**src/rtl/register_reader.sv**
```systemverilog
// ============================================================================
// Module   : register_reader
// Brief    : 4-entry register file with a ready/valid burst-read port.
//            Optional macro READ_BYPASS_EN forwards same-edge write data into
//            the read data register.
// Revision : 1.0 - initial release
// ============================================================================
`default_nettype none

module register_reader #(
    parameter int WIDTH = 2
) (
    input  logic             clk,
    input  logic             reset,
    input  logic             writeEnable,
    input  logic [1:0]       writeAddr,
    input  logic [WIDTH-1:0] dataIn,
    input  logic             readStart,
    input  logic [1:0]       readAddr,
    input  logic [1:0]       readLen,
    input  logic             readReady,
    output logic [WIDTH-1:0] dataOut,
    output logic             readValid,
    output logic             busy
);

    typedef enum logic [0:0] {
        S_IDLE  = 1'b0,
        S_BURST = 1'b1
    } state_t;

    state_t           r_state;
    state_t           w_state_next;
    logic [WIDTH-1:0] r_mem [4];
    logic [WIDTH-1:0] r_data;
    logic [1:0]       r_ptr;
    logic [1:0]       r_cnt;

    logic             w_load;
    logic [1:0]       w_load_addr;
    logic [1:0]       w_ptr_next;
    logic [1:0]       w_cnt_next;
    logic [WIDTH-1:0] w_load_data;

    always_comb begin
        w_state_next = r_state;
        w_load       = 1'b0;
        w_load_addr  = r_ptr;
        w_ptr_next   = r_ptr;
        w_cnt_next   = r_cnt;
        case (r_state)
            S_IDLE: begin
                if (readStart) begin
                    w_state_next = S_BURST;
                    w_load       = 1'b1;
                    w_load_addr  = readAddr;
                    w_ptr_next   = readAddr + 2'd1;
                    w_cnt_next   = readLen;
                end
            end
            S_BURST: begin
                // A stalled consumer freezes data, pointer and count.
                if (readReady) begin
                    if (r_cnt != 2'd0) begin
                        w_load      = 1'b1;
                        w_load_addr = r_ptr;
                        w_ptr_next  = r_ptr + 2'd1;
                        w_cnt_next  = r_cnt - 2'd1;
                    end else begin
                        w_state_next = S_IDLE;
                    end
                end
            end
            default: w_state_next = S_IDLE;
        endcase
    end

`ifdef READ_BYPASS_EN
    assign w_load_data = (writeEnable && (writeAddr == w_load_addr)) ? dataIn
                                                                     : r_mem[w_load_addr];
`else
    assign w_load_data = r_mem[w_load_addr];
`endif

    always_ff @(posedge clk) begin
        if (reset) begin
            r_state <= S_IDLE;
            r_data  <= '0;
            r_ptr   <= 2'd0;
            r_cnt   <= 2'd0;
            for (int i = 0; i < 4; i++) begin
                r_mem[i] <= '0;
            end
        end else begin
            if (writeEnable) begin
                r_mem[writeAddr] <= dataIn;
            end
            r_state <= w_state_next;
            r_ptr   <= w_ptr_next;
            r_cnt   <= w_cnt_next;
            if (w_load) begin
                r_data <= w_load_data;
            end
        end
    end

    assign dataOut   = r_data;
    assign readValid = (r_state == S_BURST);
    assign busy      = (r_state == S_BURST);

endmodule

`default_nettype wire

```
**config.mk**
```make
export PLATFORM = sky130hd
export DESIGN_NAME = register_reader
export DESIGN_NICKNAME = d
export VERILOG_FILES = /design/src/rtl/register_reader.sv
export SDC_FILE = /design/constraint.sdc
export NUM_CORES = 1
export LEC_CHECK = 0
export CORE_MARGIN = 4
export CORE_UTILIZATION = 40
export DETAILED_ROUTE_END_ITERATION = 6
export PLACE_DENSITY = 0.65
export RECOVER_POWER = 100
export SETUP_SLACK_MARGIN = 0.05
export SYNTH_ARGS = -nofsm -noshare
export SYNTH_HDL_FRONTEND = slang
export SYNTH_SLANG_ARGS = --single-unit
```
**constraint.sdc**
```tcl
create_clock -name clk -period 1.51 [get_ports clk]
set_input_delay 0.302 -clock clk [delete_from_list [all_inputs] [get_ports clk]]
set_output_delay 0.302 -clock clk [all_outputs]
set_load 0.005 [all_outputs]
```
Word level (Yosys, flattened, before mapping)
Memory sizes are Yosys's and may differ from the RTL's. A register that Yosys moved wholly into a read port is not among the register bits. Cells that the tools add are included.

Reductions and logical operators: 3. Bitwise operators: 1. Muxes and demuxes: 24. Add/subtract/negate cells: 3. Equal/unequal tests: 3.

Operator list (number): 2-to-1 mux 2 bit (9); case mux 2 bit (2 select lines) (3); 2-to-1 mux 1 bit (10); adder 2 x 1 -> 2 bit, second input constant (2); != test 2 bit, second input constant (2); case mux 1 bit (2 select lines) (2); AND reduction 3 bit (1); != test 2 x 1 -> 1 bit, second input constant (1); nonzero test 2 bit (1); OR reduction 2 bit (1); subtractor 2 x 1 -> 2 bit, second input constant (1); inverter 1 bit (1).

Bits in registers: 5. Word-level logic and storage cells: 38. Bits in writable memories: 8. Input bits: 13. Memories: 1. Output and inout port bits: 4.

Memories: r_mem (words 4, bits a word 2, rd ports 1, clocked after Yosys merged registers in 1, write ports 4, RTL line 34) `logic [WIDTH-1:0] r_mem [4];`.

Longest topological paths before layout
Gate-level depths: netlist of the first run.

Depth in word-level cells: 5. Gate-level depth with buffers: 6.

Worst setup path after synthesis of the first run
No wires, ideal clock.

Path kind: reg-to-reg. Start point: reg r_state (netlist: busy). End point: reg r_data[0] (netlist: dataOut[0]) (read register of r_mem). Arrival: 1249 ps. Stages on the path, launching flop included: 5. Setup slack: 165 ps. Setup time: 95 ps. Path buffers: 0. Cells stage by stage: dfxtp_1 > nor2b_2 > mux2i_4 > mux2i_1 > a221oi_1.

Word-level cells in the longest chain between the ends: 2. Elaborated cells between the ends (all ways): 3. Classes of those cells: mux: 2; bitwise: 1.

Ends and longest elaborated chain: from (decl) (RTL line 32) `state_t r_state;`; from (signal assigned) (RTL line 98) `r_state <= w_state_next;`; inverter 1 bit; case mux 2 bit (2 select lines) or case mux 1 bit (2 select lines) (tied branches) (RTL line 51) `case (r_state)`; to (decl) (RTL line 35) `logic [WIDTH-1:0] r_data;`.

Parallel ways exist; a longest one is shown, timed or not. A chain may end at the register's enable or synchronous reset.

Final worst setup path of the first run
Start point: reg r_data[1] (netlist: dataOut[1]) (read register of r_mem). End point: out dataOut[1].

RTL lines: to (decl) (RTL line 22) `output logic [WIDTH-1:0] dataOut,`.

No word-level cell between the ends.

==> results.cfg, run 1 <==
[timing]
max-slew-margin-rel = 0.802
worst_slew_pin_slew_ns = 0.296
maxSlewViolCount = 0
finalSetupViolCount = 0
clock_skew_ns = 0.00426
timing.final.crit_share = 0.935
setup_tns_ns = 0
final_hold_viol_count = 0
timing.hold.ws_ns = 0.489
timing.fmax_mhz = 708
period_minus_slack_ns = 1.41
rsz0062_at_grt = yes

[floorplanning]
initial_core_util = 0.439
die_h_um = 52.3
coreArea_mm2 = 0.00178
rows = 15
die_area_mm2 = 0.00273
die_w_um = 52.3
ioPinCount = 17

[final_layout]
area_growth_pct = 37.1
nNetsFinal = 120
n_antenna_cell = 0
multiInputGateArea_um2 = 359
nFillCells = 152
fin_area_mm2 = 0.00107
layout-drive-gt1-share = 0.171
seqCellArea_um2 = 384
utilization = 0.602

[yosys]
synthFlopType = edfxtp_1
synth_top_area_frac = 0.307
synthArstFlopShare = 0
synth_commonest_cells = inv_1, edfxtp_1, nor2_1
synth-edff-count = 8
synth.area.top_cells = edfxtp_1, dfxtp_1, mux2i_1, inv_1, nor2_1
ys_warn_count = 0
synth_area_um2 = 783
avgSynthCellArea_um2 = 9.91
ys_seq_area_frac = 0.486
yosys.cell_types.count = 28
synth_seq_cells = 15
synthCells = 79
synth_largest_area_cell = edfxtp_1
synth.net_count = 93
yosysMostFrequentCell = inv_1

[cts]
cts_sinks = 15
cts_max_level = 1
clk_pin_slew_worst_paths_ns = 0.09
cts_tree = yes
root_buffer = clkbuf_4
clockBufferDepth = 2
cts_buffers = 3
clkLatencyLatePin_ns = 0.28

[setup_path]
crit_family = buffers and inverters
endpoint_kind = output pin
worstSetupPathType = reg2out
path_cells = clkdlybuf4s50_1
max_stage_delay_ns = 0.50
crit_start = dataOut[1]$_SDFFE_PP0P_
cp_num_buf_inv = 1
cp_slowest_cell = clkdlybuf4s50_1
worstPathMaxFanout = 2
crit_arrival_ns = 1.11
required_ns = 1.21
worst_setup_path_start_kind = flip-flop
reg2reg_from = busy$_SDFF_PP0_

[routing]
wirelength_mm = 1.56
wl_met3_um = 83
top_layer = met4
wl_met1_um = 696
antenna_left = 0
drt_iter0_markers = 5
wl_met2_um = 759
wl_per_cell_um = 12.0
firstDrtPassIters = 3
drc = 0
via_count = 646
vias_per_cell = 4.97

[min_path]
min_path_type = reg2reg
holdCritStartpoint = r_cnt[0]$_SDFFE_PP0P_

[global_route]
grt_pass1_wl_mm = 2.64
grt_overflow_total = 0
antenna_found_initial = 0
grt_pass1_vias = 622
grt_usage = 0.137
grt_start_max_net_pins = 11

[place]
globalplace.congestion = 0.847
io_buffers = 16
place_area_mm2 = 0.00102
dp_hpwl_mm = 1.25

[power]
ir_drop_uv = 510
total_leakage_power_nw = 0.490
power_density_mw_per_mm2 = 858

[run]
cap_violations = 0

[run_status]
status = finished, final reports clean
## worst paths after layout
kind / end / slack [ns] / cells after the start
hold / removal: r_cnt[0]$_SDFFE_PP0P_ / 0.49 / 2
hold reg to reg: r_cnt[0]$_SDFFE_PP0P_ / 0.49 / 2
setup reg to reg: dataOut[1]$_SDFFE_PP0P_ / 0.1 / 5
setup / recovery: dataOut[1] / 0.1 / 1
## cells in the final DEF, fill, tap and decap left out
master           instances
clkdlybuf4s50_1         12
inv_1                    9
nor2_1                   8
buf_4                    8
edfxtp_1                 8
dfxtp_1                  6
mux2i_1                  5
a21oi_1                  5
nand2_1                  4
o21bai_1                 4
nand2b_1                 3
nor3_1                   3
clkbuf_4                 3
dlymetal6s2s_1           3
nor3b_1                  2
a31o_1                   2
o21ai_0                  2
a221oi_1                 2
a21o_1                   1
a31o_2                   1
nor2b_1                  1
nor2b_4                  1
a21o_2                   1
a211oi_1                 1
mux2i_4                  1
nand3_1                  1
nor4bb_1                 1
a31oi_1                  1
o22ai_1                  1
ha_1                     1
dfxtp_4                  1
clkinv_2                 1
dlygate4sd2_1            1
buf_6                    1
## kinds of logic (layout without fill, tap and decap cells)
group / after synthesis / after routing / share of synthesized area
AOI/OAI and AO/OA: 21 / 21 / 0.184
adders and majority gates: 1 / 1 / 0.0160
buffers and inverters: 12 / 38 / 0.0639
DFF: 15 / 15 / 0.486
muxes: 6 / 6 / 0.0927
and+or+nand+nor: 24 / 24 / 0.158
## layout make-up
type / count / share of cell area
well taps: 25 / 0.0291
inverters: 9 / 0.0315
clock buffers: 3 / 0.0210
flip-flops and latches: 15 / 0.358
repair buffers: 25 / 0.221
multi-input cells: 52 / 0.334
clock inverters: 1 / 0.00466
## sequential cells by signal, indices dropped and copies added, names as in the netlist
| register | flops |
|---|---|
| r_ptr | 2 |
| busy | 1 |
| r_mem | 8 |
| dataOut | 2 |
| r_cnt | 2 |
## per-stage QoR
step | power (mW) | worst slack (ns) | instances
2_1_floorplan | 0.605 | 0.165 | 79
4_1_cts | 0.936 | 0.0599 | 130
6_report | 0.921 | 0.0983 | 130
5_1_grt | 0.986 | -0.00905 | 130
3_5_place_dp | 0.705 | -0.313 | 125
3_3_place_gp | 0.701 | -0.281 | 125
## metal layers
layer,GRT usage,up-vias
li1,-,334
met1,0.155,296
met2,0.230,14
met3,0.0370,2
met4,0.0766,0
met5,0,-
## repair_timing
action / CTS / global route
pin swaps: 1 / 2
hold buffers: 0 / 0
hold endpoints to repair: 0 / 0
resized for setup: 4 / 6
buffers inserted: 1 / 0
endpoints found under the setup margin: 5 / 7
## power breakdown
part | switching [mW] | internal (mW)
sequential | 0.0176 | 0.465
clock | 0.124 | 0.0981
combinational | 0.0939 | 0.122
total | 0.236 | 0.685
(Power assumes the default switching activity.)
==> inputs of run 2 (changes only) <==
==> constraint.sdc (replaced) <==
create_clock -name clk -period 1.7 [get_ports clk]
set_input_delay 0.34 -clock clk [delete_from_list [all_inputs] [get_ports clk]]
set_output_delay 0.34 -clock clk [all_outputs]
set_load 0.005 [all_outputs]
==> results.cfg, run 2 (same netlist as run 1, synthesis figures left out) <==
[run_status]
status = finished, final reports clean

[final_layout]
nFillCells = 167
largest_register_ffs = 8
n_antenna_cell = 0
layout_common_cells = clkdlybuf4s50_1, inv_1, nor2_1, edfxtp_1
fin_area_mm2 = 0.00104
regMostFlops = r_mem
utilization = 0.581
fin_cells = 128
final_common_cell = clkdlybuf4s50_1
nNetsFinal = 118
area_growth_pct = 32.3
layout-drive-gt1-share = 0.117

[global_route]
antenna_found_initial = 0
grt_pass1_wl_mm = 2.57
grt_overflow_total = 0
grt_start_max_net_pins = 11
grt_pass1_vias = 600
grt_usage = 0.131

[power]
power.total_mw = 0.806
ir_drop_uv = 417
total_leakage_power_nw = 0.433
power_density_mw_per_mm2 = 778

[timing]
layout_setup_ws_ns = 0.109
max-slew-margin-rel = 0.794
worst_slew_pin_slew_ns = 0.305
timing.hold.ws_ns = 0.504
rsz0062_at_grt = yes
maxSlewViolCount = 0
setup_tns_ns = 0
final_hold_viol_count = 0
timing.final.crit_share = 0.936
period_minus_slack_ns = 1.59
clock_skew_ns = 0.000811
timing.fmax_mhz = 628
finalSetupViolCount = 0

[setup_path]
crit_arrival_ns = 1.25
cp_slowest_cell = dlygate4sd3_1
worstSetupPathType = reg2out
crit_start = busy$_SDFF_PP0_
worst_setup_path_start_kind = flip-flop
crit_family = buffers and inverters
r2r_end = dataOut[1]$_SDFFE_PP0P_
reg2reg_from = r_cnt[0]$_SDFFE_PP0P_
max_stage_delay_ns = 0.58
endpoint_kind = output pin
worstPathMaxFanout = 6
reg2reg_slack_ns = 0.28
required_ns = 1.36
path_cells = dlygate4sd3_1
worstRegToRegCells = 6
cp_num_buf_inv = 1

[routing]
drc = 0
drt_iter0_markers = 18
via_count = 649
vias_per_cell = 5.07
firstDrtPassIters = 4
antenna_left = 0
wl_per_cell_um = 12.0
wirelength_mm = 1.54

[cts]
cts_max_level = 1
cts_buffers = 3
clkLatencyLatePin_ns = 0.27
root_buffer = clkbuf_4
cts_sinks = 15
clk_pin_slew_worst_paths_ns = 0.08
cts.hold.buffers_added = 0
cts_tree = yes
clockBufferDepth = 2

[min_path]
min_path_cells = 2
holdCritStartpoint = r_cnt[0]$_SDFFE_PP0P_
min_path_type = reg2reg
hold_end = r_cnt[0]$_SDFFE_PP0P_

[place]
globalplace.congestion = 0.804
io_buffers = 16
dp_hpwl_mm = 1.19
place_area_mm2 = 0.00101
place.detailed.instances = 124
pre_cts_slack_ns = -0.165

[floorplanning]
die_area_mm2 = 0.00273
rows = 15
initial_core_util = 0.439
coreArea_mm2 = 0.00178
ioPinCount = 17
die_h_um = 52.3
die_w_um = 52.3

[run]
cap_violations = 0
-- run 2: cell type report --
type                            instances  area [um^2]  area share
Tap cell                               25         31.3      0.0302
Inverter                                9         33.8      0.0326
Sequential cell                        15          382       0.368
Clock buffer                            4         26.3      0.0254
Timing Repair Buffer                   23          205       0.198
Multi-Input combinational cell         52          358       0.345
-- run 2: worst max-delay path by stage --
stage / to / cells past startpoint / slack [ns]
floorplan: dataOut[0]$_SDFFE_PP0P_ / 4 / 0.35
global placement: dataOut[0]$_SDFFE_PP0P_ / 5 / -0.13
detailed placement: dataOut[1]$_SDFFE_PP0P_ / 5 / -0.17
CTS: readValid / 1 / 0.1
global route: dataOut[0]$_SDFFE_PP0P_ / 5 / 0.04
finish: readValid / 1 / 0.11
-- run 2: worst register-to-register path: stages, from the launching register on --
cell      delay (ns)
dfxtp_1         0.34
inv_1           0.07
ha_1            0.21
nor2b_1         0.14
a21o_1          0.28
o21bai_1        0.09
a221oi_1        0.21
-- run 2: repair_timing --
item,CTS,global route
gates resized for setup,0,2
endpoints found under the setup margin,0,4
setup buffers,0,0
-- run 2: power by group --
part / switching, mW / internal (mW)
sequential: 0.0183 / 0.414
clock: 0.103 / 0.0909
combinational: 0.0812 / 0.0981
-- run 2: layer usage --
layer  vias to the layer above  track usage  wire (um)
met2                        20        0.207        701
met3                         4       0.0456        107
met4                         0       0.0809         34
li1                        332            -          -
met1                       293        0.151        695
met5                         -            0          0
